<file path="src/rtl/rioencoder_poller.sv">
// Round-robin RS485 poll scheduler: sends one request byte per encoder slot, collects a
// 10-byte reply, validates it, retries failures and publishes good frames with health flags.
module rioencoder_poller #(
    parameter int ClkFrequency = 12000000,
    parameter int POLL_HZ      = 1000,
    parameter int NUM_ENC      = 4,
    parameter int TIMEOUT_CYC  = 2400,
    parameter int TURNAROUND   = 8,
    parameter int MAX_RETRY    = 1
) (
    input  logic               clk,
    input  logic               rst,
    input  logic               enable,
    output logic [7:0]         tx_data,
    output logic               tx_start,
    input  logic               tx_busy,
    output logic               de,
    input  logic [7:0]         rx_data,
    input  logic               rx_valid,
    input  logic               rx_endofpacket,
    output logic               frame_valid,
    output logic [2:0]         frame_id,
    output logic [63:0]        frame_data,
    output logic [NUM_ENC-1:0] stale,
    output logic [15:0]        crc_err_count,
    output logic [15:0]        timeout_count,
    output logic               overrun,
    output logic               busy,
    output logic [2:0]         state_dbg
);

    localparam int TICK_PERIOD = ClkFrequency / POLL_HZ;
    localparam int TICK_W      = $clog2(TICK_PERIOD + 1);
    localparam int TO_W        = $clog2(TIMEOUT_CYC + 1);
    localparam int TURN_W      = $clog2(TURNAROUND + 1);

    typedef enum logic [2:0] {
        IDLE    = 3'd0,
        TX_REQ  = 3'd1,
        TX_WAIT = 3'd2,
        TURN    = 3'd3,
        RX      = 3'd4,
        CHECK   = 3'd5,
        FAIL    = 3'd6,
        NEXT    = 3'd7
    } state_t;

    state_t              state;
    logic [TICK_W-1:0]   tick_cnt;
    logic                tick;
    logic [2:0]          slot;
    logic [3:0]          retry;
    logic                seen_busy;
    logic [TURN_W-1:0]   turn_cnt;
    logic [TO_W-1:0]     to_cnt;
    logic [3:0]          byte_cnt;
    logic [79:0]         shift_buf;
    logic                frame_ok;

    logic [79:0]         buf_next;
    logic [3:0]          cnt_next;
    logic [7:0]          xsum;
    logic                frame_ok_next;

    assign tick      = enable && (tick_cnt == TICK_W'(TICK_PERIOD - 1));
    assign busy      = (state != IDLE);
    assign state_dbg = state;

    always_ff @(posedge clk) begin
        if (rst || !enable) begin
            tick_cnt <= '0;
        end else if (tick) begin
            tick_cnt <= '0;
        end else begin
            tick_cnt <= tick_cnt + TICK_W'(1);
        end
    end

    // Reply as it will look after this cycle's byte, so an end-of-packet strobe that
    // coincides with the last byte is judged on the complete frame.
    always_comb begin
        buf_next = shift_buf;
        cnt_next = byte_cnt;
        if (rx_valid && (byte_cnt < 4'd10)) begin
            buf_next = {shift_buf[71:0], rx_data};
            cnt_next = byte_cnt + 4'd1;
        end
        xsum = 8'h00;
        for (int i = 0; i < 8; i++) begin
            xsum = xsum ^ buf_next[79-8*i -: 8];
        end
        frame_ok_next = (cnt_next == 4'd10) && (buf_next[15:8] == xsum) && (buf_next[7:0] == 8'h00);
    end

    // tx_start/tx_busy: a request is launched only when tx_busy is low; the UART then
    // raises tx_busy for the byte and drops it when the byte is on the wire.
    always_ff @(posedge clk) begin
        if (rst) begin
            state         <= IDLE;
            slot          <= '0;
            retry         <= '0;
            seen_busy     <= 1'b0;
            turn_cnt      <= '0;
            to_cnt        <= '0;
            byte_cnt      <= '0;
            shift_buf     <= '0;
            frame_ok      <= 1'b0;
            tx_data       <= '0;
            tx_start      <= 1'b0;
            de            <= 1'b0;
            frame_valid   <= 1'b0;
            frame_id      <= '0;
            frame_data    <= '0;
            stale         <= '0;
            crc_err_count <= '0;
            timeout_count <= '0;
            overrun       <= 1'b0;
        end else begin
            tx_start    <= 1'b0;
            frame_valid <= 1'b0;
            if (tick && (state != IDLE)) begin
                overrun <= 1'b1;
            end
            case (state)
                IDLE: begin
                    if (tick) begin
                        slot    <= '0;
                        retry   <= '0;
                        tx_data <= {4'hA, 1'b0, 3'd0};
                        de      <= 1'b1;
                        state   <= TX_REQ;
                    end
                end
                TX_REQ: begin
                    if (!tx_busy) begin
                        tx_start  <= 1'b1;
                        seen_busy <= 1'b0;
                        state     <= TX_WAIT;
                    end
                end
                TX_WAIT: begin
                    if (tx_busy) begin
                        seen_busy <= 1'b1;
                    end else if (seen_busy) begin
                        // This cycle already counts as the first driver-hold cycle.
                        turn_cnt <= TURN_W'(1);
                        state    <= TURN;
                    end
                end
                TURN: begin
                    if (turn_cnt >= TURN_W'(TURNAROUND - 1)) begin
                        de        <= 1'b0;
                        byte_cnt  <= '0;
                        shift_buf <= '0;
                        to_cnt    <= '0;
                        state     <= RX;
                    end else begin
                        turn_cnt <= turn_cnt + TURN_W'(1);
                    end
                end
                RX: begin
                    shift_buf <= buf_next;
                    byte_cnt  <= cnt_next;
                    if (rx_endofpacket) begin
                        frame_ok <= frame_ok_next;
                        if (frame_ok_next) begin
                            frame_valid <= 1'b1;
                            frame_id    <= slot;
                            frame_data  <= buf_next[79:16];
                        end
                        state <= CHECK;
                    end else if (to_cnt == TO_W'(TIMEOUT_CYC - 1)) begin
                        if (timeout_count != 16'hFFFF) begin
                            timeout_count <= timeout_count + 16'd1;
                        end
                        state <= FAIL;
                    end else begin
                        to_cnt <= to_cnt + TO_W'(1);
                    end
                end
                CHECK: begin
                    if (frame_ok) begin
                        for (int i = 0; i < NUM_ENC; i++) begin
                            if (slot == 3'(i)) stale[i] <= 1'b0;
                        end
                        state <= NEXT;
                    end else begin
                        if (crc_err_count != 16'hFFFF) begin
                            crc_err_count <= crc_err_count + 16'd1;
                        end
                        state <= FAIL;
                    end
                end
                FAIL: begin
                    if (retry < 4'(MAX_RETRY)) begin
                        retry   <= retry + 4'd1;
                        tx_data <= {4'hA, 1'b0, slot};
                        de      <= 1'b1;
                        state   <= TX_REQ;
                    end else begin
                        for (int i = 0; i < NUM_ENC; i++) begin
                            if (slot == 3'(i)) stale[i] <= 1'b1;
                        end
                        state <= NEXT;
                    end
                end
                NEXT: begin
                    retry <= '0;
                    if ((slot == 3'(NUM_ENC - 1)) || !enable) begin
                        state <= IDLE;
                    end else begin
                        slot    <= slot + 3'd1;
                        tx_data <= {4'hA, 1'b0, slot + 3'd1};
                        de      <= 1'b1;
                        state   <= TX_REQ;
                    end
                end
                default: state <= IDLE;
            endcase
        end
    end

endmodule

</file>
<file path="config.mk">
export PLATFORM = sky130hd
export DESIGN_NAME = rioencoder_poller
export DESIGN_NICKNAME = d
export VERILOG_FILES = /design/src/rtl/rioencoder_poller.sv
export SDC_FILE = /design/constraint.sdc
export NUM_CORES = 1
export LEC_CHECK = 0
export CAP_MARGIN = 40
export CELL_PAD_IN_SITES_DETAIL_PLACEMENT = 0
export CELL_PAD_IN_SITES_GLOBAL_PLACEMENT = 1
export CORE_MARGIN = 5
export CORE_UTILIZATION = 30
export DETAILED_ROUTE_END_ITERATION = 16
export PLACE_DENSITY_LB_ADDON = 0.05
export SYNTH_ARGS = -nofsm -noshare
export SYNTH_HDL_FRONTEND = slang
export SYNTH_SLANG_ARGS = --single-unit
</file>
<file path="constraint.sdc">
create_clock -name clk -period 3.49 [get_ports clk]
set_input_delay 0.698 -clock clk [delete_from_list [all_inputs] [get_ports clk]]
set_output_delay 0.698 -clock clk [all_outputs]
set_load 0.03 [all_outputs]
</file>
==> run_summary.xml <==
<?xml version="1.0" encoding="UTF-8"?>
<metrics>
  <group name="outcome">
    <metric name="run_status" unit="">finished, final reports clean</metric>
  </group>
  <group name="sta">
    <metric name="achievable-frequency" unit="GHz">0.334</metric>
    <metric name="min_period_over_period" unit="%">85.7</metric>
    <metric name="setup_slack" unit="ns">0.500</metric>
    <metric name="rsz0062_at_grt" unit="">no</metric>
    <metric name="final.min_clock_period" unit="ns">2.99</metric>
    <metric name="maxSlewViolCount" unit="">0</metric>
    <metric name="report.final.hold_viol_count" unit="">0</metric>
    <metric name="finalClockSkew" unit="ns">0.0158</metric>
    <metric name="relSlewSlack" unit="%">48.8</metric>
    <metric name="tightestPinTransition" unit="ns">0.768</metric>
    <metric name="setup_viol" unit="">0</metric>
  </group>
  <group name="cts">
    <metric name="postCtsHoldBufs" unit="">0</metric>
    <metric name="buffer_cell_driving_the_clock_tree_root" unit="">sky130_fd_sc_hd__clkbuf_16</metric>
    <metric name="clkSlewWorstSetupHoldPaths" unit="ns">0.05</metric>
    <metric name="cts_sinks" unit="">237</metric>
    <metric name="cts_inserted_buffers" unit="">31</metric>
    <metric name="postCtsSetupRepairBufs" unit="">0</metric>
    <metric name="cts_tree" unit="">built</metric>
    <metric name="cts-htree-levels" unit="">1</metric>
    <metric name="worst_skew_pair.late_latency" unit="ns">0.57</metric>
    <metric name="cts.path.max_buffers" unit="">3</metric>
    <metric name="post_cts_resized" unit="">0</metric>
  </group>
  <group name="grt">
    <metric name="grt_first_pass_wirelength" unit="µm">55300</metric>
    <metric name="global_route.usage.total" unit="%">16.2</metric>
    <metric name="grt-ovfl-total" unit="">0</metric>
    <metric name="grt_pass1_vias" unit="">9554</metric>
    <metric name="grt_start_max_net_pins" unit="">104</metric>
    <metric name="grt_antenna_before_repair" unit="">1</metric>
  </group>
  <group name="final_layout">
    <metric name="post_route_cells_drive_above_1_share" unit="%">10.5</metric>
    <metric name="final_net_count" unit="">1526</metric>
    <metric name="synthToLayoutAreaGrowth" unit="%">26.0</metric>
    <metric name="antennaDiodeCount" unit="">0</metric>
    <metric name="postLayoutCellArea" unit="µm²">14400</metric>
    <metric name="fill_cells" unit="">3931</metric>
  </group>
  <group name="yosys">
    <metric name="synth_sequential_area_ratio" unit="%">41.4</metric>
    <metric name="synth_top_area_share" unit="%">41.4</metric>
    <metric name="number_of_unique_standard_cell_types_used_by_synthesis" unit="">50</metric>
    <metric name="netlist.top_cell.by_area" unit="">sky130_fd_sc_hd__dfxtp_1</metric>
    <metric name="async_reset_ff_share" unit="%">0</metric>
    <metric name="edff_count_synth" unit="">0</metric>
    <metric name="synth_area_per_inst" unit="µm²">8.20</metric>
    <metric name="yosys.cell_count.top_type" unit="">sky130_fd_sc_hd__nand2_1</metric>
    <metric name="top_post_synthesis_cells_by_count" unit="">251 x sky130_fd_sc_hd__nand2_1, 237 x sky130_fd_sc_hd__dfxtp_1, 173 x sky130_fd_sc_hd__a21oi_1, 117 x sky130_fd_sc_hd__nand3_1, 100 x sky130_fd_sc_hd__nor2_1</metric>
    <metric name="yosys_warnings" unit="">0</metric>
    <metric name="synth_ff_type" unit="">sky130_fd_sc_hd__dfxtp_1</metric>
    <metric name="synth-seq-cells" unit="">237</metric>
    <metric name="summed_instance_area_of_the_synthesized_netlist" unit="µm²">11500</metric>
    <metric name="cell_types_with_the_largest_area_share_after_synthesis" unit="">sky130_fd_sc_hd__dfxtp_1 41%, sky130_fd_sc_hd__nand2_1 8.2%, sky130_fd_sc_hd__a21oi_1 7.6%</metric>
    <metric name="synthesis.instances" unit="">1397</metric>
  </group>
  <group name="drt">
    <metric name="route.detailed.drc" unit="">0</metric>
    <metric name="wl_per_cell" unit="µm">17.0</metric>
    <metric name="num_vias" unit="">9609</metric>
    <metric name="routed_wl" unit="µm">34700</metric>
    <metric name="antenna_violating_nets_post_route" unit="">0</metric>
    <metric name="initial_drt_markers" unit="">454</metric>
    <metric name="drt_pre_antenna_iters" unit="">4</metric>
    <metric name="via_per_inst" unit="">4.72</metric>
  </group>
  <group name="placed_design">
    <metric name="routabilityCongestion" unit="">0.819</metric>
    <metric name="buffer_ports.inserted" unit="">129</metric>
    <metric name="dpl.hpwl" unit="µm">23000</metric>
    <metric name="detailedPlace.worstSlack" unit="ns">-0.117</metric>
    <metric name="placed_cell_area" unit="µm²">13400</metric>
  </group>
  <group name="die">
    <metric name="fp-row-count" unit="">71</metric>
    <metric name="die_x_extent" unit="µm">205</metric>
    <metric name="core_region_area" unit="µm²">37700</metric>
    <metric name="number_of_i_o_pins" unit="">133</metric>
    <metric name="die_h" unit="µm">205</metric>
    <metric name="die_area" unit="µm²">42200</metric>
    <metric name="starting_density_of_the_core" unit="%">30.4</metric>
  </group>
  <group name="critical_path">
    <metric name="worst_r2r_path_depth" unit="">8</metric>
    <metric name="worst_path_max_delay_cell" unit="">sky130_fd_sc_hd__clkdlybuf4s50_1</metric>
    <metric name="worst_setup_path_category" unit="">in2reg</metric>
    <metric name="arrival" unit="ns">3.44</metric>
    <metric name="crit_family" unit="">buffers and inverters</metric>
    <metric name="highest_cell_delay_on_the_worst_timing_path" unit="ns">0.42</metric>
    <metric name="crit_fanout" unit="">30</metric>
    <metric name="critPathRequiredTime" unit="ns">3.94</metric>
    <metric name="cp.depth" unit="">11</metric>
    <metric name="path_common_cell" unit="">sky130_fd_sc_hd__buf_4</metric>
    <metric name="startpoint_type" unit="">primary input</metric>
    <metric name="cp_num_buf_inv" unit="">4</metric>
    <metric name="crit_path_cell_trace" unit="">clkdlybuf4s50_1 &gt; nor4_1 &gt; buf_4 &gt; a211oi_1 &gt; a211o_1 &gt; a211o_1 &gt; nor4_1 &gt; buf_4 &gt; nand3_4 &gt; buf_4 &gt; mux2_4</metric>
    <metric name="endpoint_kind" unit="">register</metric>
  </group>
  <group name="power_and_ir_drop">
    <metric name="p_per_area" unit="nW/µm²">431</metric>
    <metric name="power.ir.vdd_worst" unit="mV">0.366</metric>
    <metric name="power.leakage" unit="nW">4.99</metric>
  </group>
  <group name="hold_path">
    <metric name="hold_path_depth" unit="">1</metric>
    <metric name="type_of_the_tightest_min_delay_check" unit="">reg2reg</metric>
  </group>
  <group name="run">
    <metric name="cap_violations" unit="">0</metric>
  </group>
</metrics>
==> logic make-up after synthesis <==
logic type	count (synthesis)	share of synthesized area [%]
other	1	0.0327
muxes	85	9.01
and+or+nand+nor	624	25.3
AOI/OAI and AO/OA	208	9.75
xor gates and xnor gates	117	8.95
adders and majority gates	13	1.42
DFF	237	41.4
buffers and inverters	112	4.07
==> stage by stage <==
step	power, W	cells	hold WS [ns]	utilization [%]	setup TNS [ns]
after floorplan	0.00297	1399	0.426	-	0
after global placement	0.00308	1976	0.449	35.5	-3.79
after detailed placement	0.00308	1977	0.450	35.6	-3.54
after CTS	0.00635	2035	0.463	38.3	0
after global routing	0.00648	2035	0.497	38.3	0
final	0.00622	2035	0.460	38.3	0
==> layer usage <==
metal,part of all wire [%],up-vias,wire [µm],global-route usage (%)
li1,-,4897,-,-
met1,52,4546,17900,24.0
met2,43,123,14800,24.5
met3,4.0,41,1390,2.90
met4,1.6,2,550,3.40
met5,0.020,-,7,0
==> report_power, final <==
part	internal (W)	switching (W)	total, W
clock network	0.00196	0.00125	0.00321
registers	0.00272	0.00000572	0.00272
logic	0.0000965	0.000198	0.000294
==> state kept, by name, summed over array words and instances, names as in the netlist <==
signal and cells:
frame_ok 1, tx_start 1, byte_cnt 4, timeout_count 16
turn_cnt 4, shift_buf 80, to_cnt 12, state_dbg 3
de 1, stale 4, frame_id 3, overrun 1
slot 3, frame_data 64, crc_err_count 16, seen_busy 1
tx_data 4, frame_valid 1, tick_cnt 14, retry 4
==> final timing paths <==
path / endpoint / slack (ns) / startpoint
max: frame_data[11] / 0.50 / rx_data[3]
min: tick_cnt[0] / 0.46 / tick_cnt[0]
max reg2reg: frame_data[11] / 0.79 / shift_buf[31]
min reg2reg: tick_cnt[0] / 0.46 / tick_cnt[0]
==> final cells by class <==
type	instances	area [µm²]	share of cell area, %
Timing Repair Buffer	163	1670	11.6
Inverter	16	60.1	0.416
Tap cell	511	639	4.43
Clock buffer	51	971	6.73
Sequential cell	237	4740	32.9
Multi-Input combinational cell	1050	6280	43.5
Clock inverter	7	70.1	0.485
==> placed cells by master (no fill, tap or decap), types with 31 or more instances in the layout <==
cell                              instances
sky130_fd_sc_hd__nand2_1                250
sky130_fd_sc_hd__clkbuf_16               31
sky130_fd_sc_hd__nand3_1                115
sky130_fd_sc_hd__nor2b_1                 70
sky130_fd_sc_hd__a21oi_1                173
sky130_fd_sc_hd__clkdlybuf4s50_1        128
sky130_fd_sc_hd__nor2_1                  99
sky130_fd_sc_hd__dfxtp_1                237
sky130_fd_sc_hd__xnor2_1                 83
sky130_fd_sc_hd__xor2_1                  34
sky130_fd_sc_hd__mux2_2                  37
(Power assumes the default switching activity.)
